===== config.mk =====
export PLATFORM = sky130hd
export DESIGN_NAME = move_eval_sequencer_flat
export DESIGN_NICKNAME = d
export VERILOG_FILES = /design/src/rtl/move_eval_sequencer_if.sv /design/src/rtl/move_eval_sequencer.sv /design/src/flat_wrapper.sv
export SDC_FILE = /design/constraint.sdc
export NUM_CORES = 1
export LEC_CHECK = 0
export CAP_MARGIN = 20
export CORE_MARGIN = 10
export CORE_UTILIZATION = 36
export CTS_BUF_LIST = sky130_fd_sc_hd__clkbuf_8
export DETAILED_ROUTE_END_ITERATION = 6
export MAX_ROUTING_LAYER = met4
export PLACE_DENSITY = 0.7
export SLEW_MARGIN = 20
export SYNTH_ARGS = -nofsm -noshare
export SYNTH_HDL_FRONTEND = slang
export SYNTH_SLANG_ARGS = --single-unit

===== constraint.sdc =====
create_clock -name clk -period 6.6 [get_ports clk]
set_input_delay 1.32 -clock clk [delete_from_list [all_inputs] [get_ports clk]]
set_output_delay 1.32 -clock clk [all_outputs]
set_load 0.02 [all_outputs]

===== src/rtl/move_eval_sequencer_if.sv =====
// Handshake bundle between the move evaluation sequencer and the surrounding TPU datapath.
//
// master : the sequencer side (drives grid/layer requests, SPI bytes and status)
// slave  : the datapath / environment side (drives start, grid, layer and score responses)
//
// Signals:
//   moves_iv, total_move_id        start pulse and requested move count
//   compute_grid, move_num         grid build request for the current move index
//   grid_iv, current_move_id       grid built, move code of the current grid
//   layer_start, layer_idx         layer launch pulse and layer index
//   layer_done                     layer result landed in the buffer
//   dnn_iv, dnn_id                 final signed score
//   spi_ov, spi_od                 output byte stream
//   busy, error                    status
interface move_eval_sequencer_if #(
    parameter int unsigned DATA_WIDTH = 8,
    parameter int unsigned MOVE_WIDTH = 16
);
    logic                  moves_iv;
    logic [7:0]            total_move_id;
    logic                  compute_grid;
    logic [7:0]            move_num;
    logic                  grid_iv;
    logic [MOVE_WIDTH-1:0] current_move_id;
    logic                  layer_start;
    logic [3:0]            layer_idx;
    logic                  layer_done;
    logic                  dnn_iv;
    logic [DATA_WIDTH-1:0] dnn_id;
    logic                  spi_ov;
    logic [DATA_WIDTH-1:0] spi_od;
    logic                  busy;
    logic                  error;

    modport master (
        input  moves_iv, total_move_id, grid_iv, current_move_id, layer_done, dnn_iv, dnn_id,
        output compute_grid, move_num, layer_start, layer_idx, spi_ov, spi_od, busy, error
    );

    modport slave (
        output moves_iv, total_move_id, grid_iv, current_move_id, layer_done, dnn_iv, dnn_id,
        input  compute_grid, move_num, layer_start, layer_idx, spi_ov, spi_od, busy, error
    );
endinterface


===== src/rtl/move_eval_sequencer.sv =====
// Per-move evaluation sequencer: walks move indices through the grid decoder, runs NUM_LAYERS
// DNN layers per move, keeps the signed argmax of the final score and ships the winning move
// code out as two SPI bytes (high byte first).
//
// Ports:
//   clk   clock
//   rst   synchronous active-high reset
//   bus   move_eval_sequencer_if.master (start, grid, layer, score, SPI and status signals)
//
// Optional feature: define MOVE_EVAL_TIMEOUT_EN to enable a per-wait-state watchdog that flags
// error and skips the stalled move after TIMEOUT_CYCLES cycles. Without it the wait states block
// indefinitely and error is tied low.
module move_eval_sequencer #(
    parameter int unsigned DATA_WIDTH     = 8,
    parameter int unsigned MOVE_WIDTH     = 16,
    parameter int unsigned MAX_MOVES      = 220,
    parameter int unsigned NUM_LAYERS     = 4,
    parameter int unsigned TIMEOUT_CYCLES = 4096
) (
    input logic                   clk,
    input logic                   rst,
    move_eval_sequencer_if.master bus
);

    localparam logic [7:0] MaxMoves  = 8'(MAX_MOVES);
    localparam logic [3:0] LastLayer = 4'(NUM_LAYERS - 1);

    typedef enum logic [3:0] {
        StIdle,
        StReqGrid,
        StWaitGrid,
        StStartLayer,
        StWaitLayer,
        StWaitScore,
        StNextMove,
        StSendHi,
        StSendLo
    } state_e;

    state_e                        state_q, state_d;
    logic   [7:0]                  count_q;
    logic   [7:0]                  move_num_q;
    logic   [3:0]                  layer_idx_q;
    logic   [MOVE_WIDTH-1:0]       cur_move_q;
    logic                          score_seen_q;
    logic                          best_valid_q;
    logic   signed [DATA_WIDTH-1:0] best_score_q;
    logic   [MOVE_WIDTH-1:0]       best_move_q;

    logic                  compute_grid_q;
    logic                  layer_start_q;
    logic                  spi_ov_q;
    logic [DATA_WIDTH-1:0] spi_od_q;
    logic                  busy_q;

    logic       start_ok;
    logic [7:0] count_new;
    logic       last_layer;
    logic       more_moves;
    logic       take_score;
    logic       timeout;

`ifdef MOVE_EVAL_TIMEOUT_EN
    localparam logic [15:0] TimeoutLast = 16'(TIMEOUT_CYCLES - 1);
    logic [15:0] wait_cnt_q;
    logic        error_q;
    logic        in_wait;
`endif

    always_comb begin
        state_d    = state_q;
        take_score = 1'b0;
        timeout    = 1'b0;
        start_ok   = (state_q == StIdle) && bus.moves_iv;
        count_new  = (bus.total_move_id > MaxMoves) ? MaxMoves : bus.total_move_id;
        last_layer = (layer_idx_q == LastLayer);
        more_moves = ({1'b0, move_num_q} + 9'd1) < {1'b0, count_q};

        unique case (state_q)
            StIdle: begin
                if (bus.moves_iv) begin
                    state_d = (count_new == 8'd0) ? StSendHi : StReqGrid;
                end
            end
            StReqGrid:    state_d = StWaitGrid;
            StWaitGrid:   if (bus.grid_iv) state_d = StStartLayer;
            StStartLayer: state_d = StWaitLayer;
            StWaitLayer: begin
                // The score may beat the last layer_done; only the first one per move counts.
                take_score = last_layer && bus.dnn_iv && !score_seen_q;
                if (bus.layer_done) begin
                    if (!last_layer)                      state_d = StStartLayer;
                    else if (score_seen_q || take_score) state_d = StNextMove;
                    else                                  state_d = StWaitScore;
                end
            end
            StWaitScore: begin
                if (bus.dnn_iv) begin
                    take_score = !score_seen_q;
                    state_d    = StNextMove;
                end
            end
            StNextMove: state_d = more_moves ? StReqGrid : StSendHi;
            StSendHi:   state_d = StSendLo;
            StSendLo:   state_d = StIdle;
            default:    state_d = StIdle;
        endcase

`ifdef MOVE_EVAL_TIMEOUT_EN
        in_wait = state_q inside {StWaitGrid, StWaitLayer, StWaitScore};
        // Watchdog only fires when no real event moved the FSM this cycle.
        if (in_wait && (state_d == state_q) && (wait_cnt_q == TimeoutLast)) begin
            timeout    = 1'b1;
            take_score = 1'b0;
            state_d    = StNextMove;
        end
`endif
    end

    always_ff @(posedge clk) begin
        if (rst) begin
            state_q        <= StIdle;
            count_q        <= '0;
            move_num_q     <= '0;
            layer_idx_q    <= '0;
            cur_move_q     <= '0;
            score_seen_q   <= 1'b0;
            best_valid_q   <= 1'b0;
            best_score_q   <= '0;
            best_move_q    <= '0;
            compute_grid_q <= 1'b0;
            layer_start_q  <= 1'b0;
            spi_ov_q       <= 1'b0;
            spi_od_q       <= '0;
            busy_q         <= 1'b0;
`ifdef MOVE_EVAL_TIMEOUT_EN
            wait_cnt_q     <= '0;
            error_q        <= 1'b0;
`endif
        end else begin
            state_q <= state_d;

            if (start_ok) begin
                count_q      <= count_new;
                move_num_q   <= '0;
                layer_idx_q  <= '0;
                score_seen_q <= 1'b0;
                best_valid_q <= 1'b0;
                best_score_q <= '0;
                best_move_q  <= '0;
            end

            if ((state_q == StWaitGrid) && bus.grid_iv) begin
                cur_move_q <= bus.current_move_id;
            end

            if ((state_q == StWaitLayer) && bus.layer_done && !last_layer) begin
                layer_idx_q <= layer_idx_q + 4'd1;
            end

            if ((state_q == StNextMove) && more_moves) begin
                move_num_q   <= move_num_q + 8'd1;
                layer_idx_q  <= '0;
                score_seen_q <= 1'b0;
            end

            // Strict compare keeps the lowest move index on ties.
            if (take_score) begin
                score_seen_q <= 1'b1;
                if (!best_valid_q || ($signed(bus.dnn_id) > best_score_q)) begin
                    best_valid_q <= 1'b1;
                    best_score_q <= $signed(bus.dnn_id);
                    best_move_q  <= cur_move_q;
                end
            end

`ifdef MOVE_EVAL_TIMEOUT_EN
            if (state_d != state_q) begin
                wait_cnt_q <= '0;
            end else if (in_wait) begin
                wait_cnt_q <= wait_cnt_q + 16'd1;
            end
            if (start_ok) begin
                error_q <= 1'b0;
            end else if (timeout) begin
                error_q <= 1'b1;
            end
`endif

            // Outputs are registered from the next state so they line up with state_q.
            compute_grid_q <= (state_d == StReqGrid);
            layer_start_q  <= (state_d == StStartLayer);
            busy_q         <= (state_d != StIdle);
            spi_ov_q       <= (state_d == StSendHi) || (state_d == StSendLo);
            // A zero-count start jumps straight to SEND_HI while best_move_q is still stale.
            if ((state_d == StSendHi) && !start_ok) begin
                spi_od_q <= best_move_q[MOVE_WIDTH-1:DATA_WIDTH];
            end else if (state_d == StSendLo) begin
                spi_od_q <= best_move_q[DATA_WIDTH-1:0];
            end else begin
                spi_od_q <= '0;
            end
        end
    end

    assign bus.compute_grid = compute_grid_q;
    assign bus.move_num     = move_num_q;
    assign bus.layer_start  = layer_start_q;
    assign bus.layer_idx    = layer_idx_q;
    assign bus.spi_ov       = spi_ov_q;
    assign bus.spi_od       = spi_od_q;
    assign bus.busy         = busy_q;
`ifdef MOVE_EVAL_TIMEOUT_EN
    assign bus.error        = error_q;
`else
    assign bus.error        = 1'b0;
`endif

endmodule


===== src/flat_wrapper.sv =====
// flat-port wrapper written by rule: the top's interface ports become plain ports
module move_eval_sequencer_flat 
#(
    parameter int unsigned DATA_WIDTH     = 8,
    parameter int unsigned MOVE_WIDTH     = 16,
    parameter int unsigned MAX_MOVES      = 220,
    parameter int unsigned NUM_LAYERS     = 4,
    parameter int unsigned TIMEOUT_CYCLES = 4096
)
  (clk, rst, bus_moves_iv, bus_total_move_id, bus_grid_iv, bus_current_move_id, bus_layer_done, bus_dnn_iv, bus_dnn_id, bus_compute_grid, bus_move_num, bus_layer_start, bus_layer_idx, bus_spi_ov, bus_spi_od, bus_busy, bus_error);
  move_eval_sequencer_if #(.DATA_WIDTH(DATA_WIDTH), .MOVE_WIDTH(MOVE_WIDTH)) bus_i ();
  input logic clk;
  input logic rst;
  input wire logic [$bits(bus_i.moves_iv)-1:0] bus_moves_iv;
  input wire logic [$bits(bus_i.total_move_id)-1:0] bus_total_move_id;
  input wire logic [$bits(bus_i.grid_iv)-1:0] bus_grid_iv;
  input wire logic [$bits(bus_i.current_move_id)-1:0] bus_current_move_id;
  input wire logic [$bits(bus_i.layer_done)-1:0] bus_layer_done;
  input wire logic [$bits(bus_i.dnn_iv)-1:0] bus_dnn_iv;
  input wire logic [$bits(bus_i.dnn_id)-1:0] bus_dnn_id;
  output wire logic [$bits(bus_i.compute_grid)-1:0] bus_compute_grid;
  output wire logic [$bits(bus_i.move_num)-1:0] bus_move_num;
  output wire logic [$bits(bus_i.layer_start)-1:0] bus_layer_start;
  output wire logic [$bits(bus_i.layer_idx)-1:0] bus_layer_idx;
  output wire logic [$bits(bus_i.spi_ov)-1:0] bus_spi_ov;
  output wire logic [$bits(bus_i.spi_od)-1:0] bus_spi_od;
  output wire logic [$bits(bus_i.busy)-1:0] bus_busy;
  output wire logic [$bits(bus_i.error)-1:0] bus_error;
  assign bus_i.moves_iv = bus_moves_iv;
  assign bus_i.total_move_id = bus_total_move_id;
  assign bus_i.grid_iv = bus_grid_iv;
  assign bus_i.current_move_id = bus_current_move_id;
  assign bus_i.layer_done = bus_layer_done;
  assign bus_i.dnn_iv = bus_dnn_iv;
  assign bus_i.dnn_id = bus_dnn_id;
  assign bus_compute_grid = bus_i.compute_grid;
  assign bus_move_num = bus_i.move_num;
  assign bus_layer_start = bus_i.layer_start;
  assign bus_layer_idx = bus_i.layer_idx;
  assign bus_spi_ov = bus_i.spi_ov;
  assign bus_spi_od = bus_i.spi_od;
  assign bus_busy = bus_i.busy;
  assign bus_error = bus_i.error;
  move_eval_sequencer #(.DATA_WIDTH(DATA_WIDTH), .MOVE_WIDTH(MOVE_WIDTH), .MAX_MOVES(MAX_MOVES), .NUM_LAYERS(NUM_LAYERS), .TIMEOUT_CYCLES(TIMEOUT_CYCLES)) u_core (.clk(clk), .rst(rst), .bus(bus_i));
endmodule

* Word level (Yosys, flattened, before mapping)
Index checks and enable logic that the tools add are counted.
** Word-level totals
- Register bits :: 78
- Input bits :: 38
- Output and inout bits :: 25
- Logic and storage cells :: 84
** Operators by class
- Add/subtract/negate cells :: 3
- $lt $le $gt $ge :: 3
- Eq/ne operators :: 12
- Muxes and demuxes :: 30
- Reduce and logical (&&, ||, !) cells :: 22
** Operator list (count)
- two-way mux 8 bit :: 8
- two-way mux 16 bit :: 3
- one-hot mux 4 bit (8 select lines) :: 1
- two-way mux 4 bit :: 7
- equality test 4 x 3 -> 1 bit, second input constant :: 5
- equality test 4 x 2 -> 1 bit, second input constant :: 4
- adder 8 x 1 -> 9 bit, second input constant :: 1
- < comparator 9 x 8 -> 1 bit :: 1
- adder 8 x 1 -> 8 bit, second input constant :: 1
- equality test 4 x 1 -> 1 bit, second input constant :: 2
- greater-than comparator 8 bit :: 1
- greater-than comparator 8 bit, second input constant :: 1
- logical AND 1 bit :: 8
- logical NOT 8 bit :: 1
- two-way mux 1 bit :: 7
- two-way mux 3 bit :: 2
- adder 4 x 1 -> 4 bit, second input constant :: 1
- equality test 4 bit, second input constant :: 1
- logical NOT 1 bit :: 4
- logical NOT 4 bit :: 1
- nonzero test 2 bit :: 2
- nonzero test 4 bit :: 1
- logical OR 1 bit :: 3
- nonzero test 3 bit :: 1
- 3 further kinds :: 3

* Logic depth before layout (Yosys ltp)
- Word-level depth :: 11
- Mapped depth :: 13
- Depth with buffers taken out :: 11

* Least setup slack after synthesis
Ideal clock, no wire load.
- Path kind :: in2reg
- Start :: input bus_dnn_id[1]
- End :: register u_core.best_move_q[4]
- Arrival time :: 2.903 ns
- Path slack :: 3.627 ns
- Cell stages on the path :: 8
- Buffers on the path :: 1
- Cell sequence :: ha_1 > nor2b_1 > o31ai_1 > a21oi_1 > o41ai_4 > buf_2 > nand3_1 > a21oi_1
** On the way
- Word-level cells in the longest chain between the ends :: 4
** Ends and longest elaborated chain
- from (decl) :: RTL line flat_wrapper.sv:20 : input wire logic [$bits(bus_i.dnn_id)-1:0] bus_dnn_id;
- greater-than comparator 8 bit :: RTL line move_eval_sequencer.sv:170 : if (!best_valid_q || ($signed(bus.dnn_id) > best_score_q)) begin
- logical OR 1 bit :: RTL line move_eval_sequencer.sv:170
- two-way mux 16 bit :: RTL line move_eval_sequencer.sv:170
- two-way mux 16 bit :: RTL line move_eval_sequencer.sv:168 : if (take_score) begin
- to (signal assigned) :: RTL line move_eval_sequencer.sv:173 : best_move_q <= cur_move_q;
- to (decl) :: RTL line move_eval_sequencer.sv:48 : logic [MOVE_WIDTH-1:0] best_move_q;
No other way between the ends.
A chain may end at the register's enable or synchronous reset.

* Final worst setup path
- Start :: input bus_dnn_id[1]
- End :: register u_core.best_move_q[12]
The elaborated chain is that of the path after synthesis.

==> qor.csv <==
stage,metric,value,unit
outcome,status,"finished, final reports clean",
setup_path,worstSetupPathType,input pin to flop,
yosys,syn_inst,434,
floorplanning,dieArea,0.01462,sq mm
hold_path,min_from,u_core.cur_move_q[2]$_SDFFE_PP0P_,
place,dpl.cell_count,605,
setup_path,rr_startpoint,u_core.bus.move_num[0]$_SDFFE_PP0P_,
power,switchingPower,279.6,uW
timing,maxSlewViolCount,0,
timing,post-route-period-util,49.69,%
cells_and_area,syn2layout_area_growth,22.35,%
clocking,hold_buffers,0,
power,peakVddDrop,107.7,uV
floorplanning,floorplan.initialDensity,37.16,%
place,dp_hpwl,6.496,mm
grt,antenna_found_initial,0,
clocking,clock-root-buffer,clkbuf_8,
floorplanning,rows,36,
clocking,cts-resized-gates,0,
cells_and_area,nFillCells,982,
timing,min_period,3.280,ns
setup_path,r2r_setup_slack,3.38,ns
drt,wire_per_inst,14.52,um
timing,final_hold_viol_count,0,
yosys,synth_area,0.003666,sq mm
grt,grt_pass1_wl,14.92,mm
drt,ant_nets,0,
grt,grt_pass1_vias,3115,
flow_run,drv_cap,0,
timing,timing.hold.ws,0.4554,ns
power,p_int,681.5,uW
setup_path,crit_fanout,21,
drt,vias,3188,
place,place_congestion,0.8307,
yosys,synthesis.nets,489,
timing,setup_violations,0,
grt,grt_max_degree,69,
cells_and_area,antenna_cells,0,
floorplanning,die_height,120.9,um
clocking,cts_tree,done,
setup_path,endpoint_kind,flop,
timing,clock-skew-final,0.01208,ns
grt,overflow,0,
drt,route.detailed.drc,0,
power,p_leak,0.001583,uW
hold_path,min_path_type,flop to flop,
yosys,ys_top_cells_by_area,"dfxtp_1 (43%), a21oi_1 (8.1%), nand2_1 (7.6%)",
yosys,yosysWarnings,0,
timing,worstMarginPinSlew,0.8984,ns
yosys,synth_flop_cell,dfxtp_1,
setup_path,start_kind,input pin,
power,seqPwrFrac,51.6,%
cells_and_area,stdcell_count,621,
power,powerDensity,214.3,mW/mm^2
clocking,worstSkewPairLatency,0.36,ns
yosys,synth_area_per_cell,8.447,sq um
floorplanning,die_x,120.9,um
setup_path,reg2reg_depth,11,
place,port-buffer-count,61,
hold_path,whs_endpoint,u_core.best_move_q[2]$_SDFF_PP0_,
setup_path,worstPathArrival,3.56,ns
timing,max_freq,304.9,MHz
grt,track_usage,12.82,%
clocking,clockBufferDepth,2,
cells_and_area,multi_input_area,0.001864,sq mm
yosys,synth_top_area_share,42.59,%
yosys,async_flop_share,0,%
clocking,clkSlewWorstSetupHoldPaths,0.09,ns
power,p_clk_share,35.8,%
yosys,ys_seq_area_share,42.59,%
yosys,ys_ff_latch,78,
timing,finalSetupTns,0,ns
drt,wl,9.018,mm
cells_and_area,seqCellArea,0.001562,sq mm
power,switching_share,29.10,%
yosys,synth_edf_count,0,
drt,routed_via_density,5.134,
clocking,cts_made_buffers,9,
clocking,htree_levels,3,
setup_path,r2r_end,u_core.bus.move_num[4]$_SDFFE_PP0P_,
drt,dr.pass1.iters,4,
yosys,yosys.area.top_type,dfxtp_1,
floorplanning,coreArea,0.009864,sq mm
floorplanning,pin_count,63,
hold_path,holdPathStages,2,
setup_path,worstPathRequired,6.88,ns
timing,max-slew-margin-rel,40.11,%
clocking,cts.sinks,78,
yosys,synth_cell_types,63,
drt,drtIter0Drc,211,
cells_and_area,drive_above_1_share,10.45,%
timing,rsz0062_at_grt,no,
clocking,post_cts_buffers,0,
power,p_comb_share,12.7,%
cells_and_area,finalNetCount,538,
cells in the final DEF (no fill, tap or decap), types with 2 or more instances in the layout:
| cell | instances |
|---|---|
| a211oi_1 | 5 |
| a21oi_1 | 59 |
| a22o_2 | 6 |
| a22oi_1 | 2 |
| a31oi_1 | 2 |
| a32o_2 | 2 |
| and2_1 | 4 |
| and3_1 | 3 |
| buf_4 | 3 |
| clkbuf_8 | 9 |
| clkdlybuf4s50_1 | 60 |
| clkinvlp_4 | 2 |
| dfxtp_1 | 78 |
| ha_1 | 17 |
| inv_1 | 19 |
| inv_6 | 3 |
| nand2_1 | 74 |
| nand2b_1 | 3 |
| nand3_1 | 34 |
| nand3b_1 | 8 |
| nand4_1 | 2 |
| nor2_1 | 18 |
| nor2b_1 | 5 |
| nor3_1 | 5 |
| nor3b_1 | 4 |
| nor4_1 | 2 |
| o21a_1 | 3 |
| o21ai_0 | 10 |
| o21ai_2 | 4 |
| or2_2 | 7 |
| or3b_4 | 2 |
| xor2_1 | 2 |
layout make-up:
type	instances	share of cell area [%]
Multi-Input combinational cell	310	41.56
Sequential cell	78	34.81
Timing Repair Buffer	64	14.00
Tap cell	133	3.710
Clock buffer	9	2.762
Inverter	20	1.674
Clock inverter	7	1.478
flip-flops by register name, indices dropped and copies added (netlist names):
signal / cells
u_core.bus.layer_idx: 4
u_core.score_seen_q: 1
u_core.bus.spi_ov: 1
u_core.state_q: 4
u_core.best_score_q: 8
u_core.bus.move_num: 8
u_core.bus.spi_od: 8
u_core.best_move_q: 16
u_core.bus.layer_start: 1
u_core.bus.busy: 1
u_core.best_valid_q: 1
u_core.cur_move_q: 16
u_core.bus.compute_grid: 1
u_core.count_q: 8
power groups by stage:
stage / clock (uW) / combinational [uW] / sequential (uW)
4_1_cts: 355 / 122 / 496
5_1_grt: 377 / 136 / 497
3_3_place_gp: 0 / 119 / 506
6_report: 344 / 122 / 496
3_5_place_dp: 0 / 122 / 507
2_1_floorplan: 0 / 74.9 / 506
metal layers:
| layer | wire (um) | track usage (%) |
|---|---|---|
| met5 | 0 | - |
| met4 | 123 | 4.977 |
| met3 | 422 | 3.257 |
| met2 | 4061 | 19.29 |
| met1 | 4410 | 16.09 |
synth_stat cells, drive strengths merged, types with 3 or more instances:
cell type,count
o21a,4
nand3,34
buf,11
nand3b,8
or2,7
nand2b,3
dfxtp,78
a211oi,5
and2,4
clkbuf,14
a22o,6
nand2,74
nor2,19
a21oi,59
nor2b,5
o21ai,14
nor3,6
and3,3
inv,20
ha,17
nor3b,4
worst max-delay path, cell delays in order:
cell	delay (ns)
clkdlybuf4s50_1	0.43
ha_1	0.31
nor2b_1	0.13
o31ai_1	0.20
a21oi_1	0.16
o41ai_4	0.42
buf_4	0.33
nand3_1	0.10
a21oi_1	0.16
metrics by stage:
stage                     total power, uW  util, %  cell area, sq um  setup slack, ns
after floorplan                     580.7        -              3666            3.627
final                               961.1    45.47              4486            3.320
after CTS                           973.1    45.47              4486            3.341
after global routing                 1010    45.47              4486            3.054
after global placement              624.6    43.54              4295            3.001
after detailed placement            628.2    43.54              4295            2.971
kinds of logic after synthesis:
kind of cell,Yosys count,synth area share [%]
AO/OA/AOI/OAI,111,20.21
multiplexers,1,0.3071
adder cells (fa/ha/maj),17,5.802
buffers and inverters,46,6.553
other,1,0.1023
flip-flops,78,42.59
AND/OR/NAND/NOR,178,23.96
XOR/XNOR,2,0.4779
how the worst max path moves through the flow:
stage	to	cells past startpoint	slack, ns	from
2_1_floorplan	u_core.best_move_q[4]$_SDFF_PP0_	8	3.63	bus_dnn_id[1]
3_3_place_gp	u_core.best_score_q[0]$_SDFF_PP0_	9	3.00	bus_dnn_id[1]
3_5_place_dp	u_core.best_score_q[0]$_SDFF_PP0_	9	2.97	bus_dnn_id[1]
4_1_cts	u_core.best_score_q[0]$_SDFF_PP0_	9	3.34	bus_dnn_id[1]
5_1_grt	u_core.bus.move_num[2]$_SDFFE_PP0P_	11	3.05	u_core.bus.move_num[0]$_SDFFE_PP0P_
6_report	u_core.best_move_q[12]$_SDFF_PP0_	9	3.32	bus_dnn_id[1]
No activity file was read; power rests on OpenSTA's default activity.
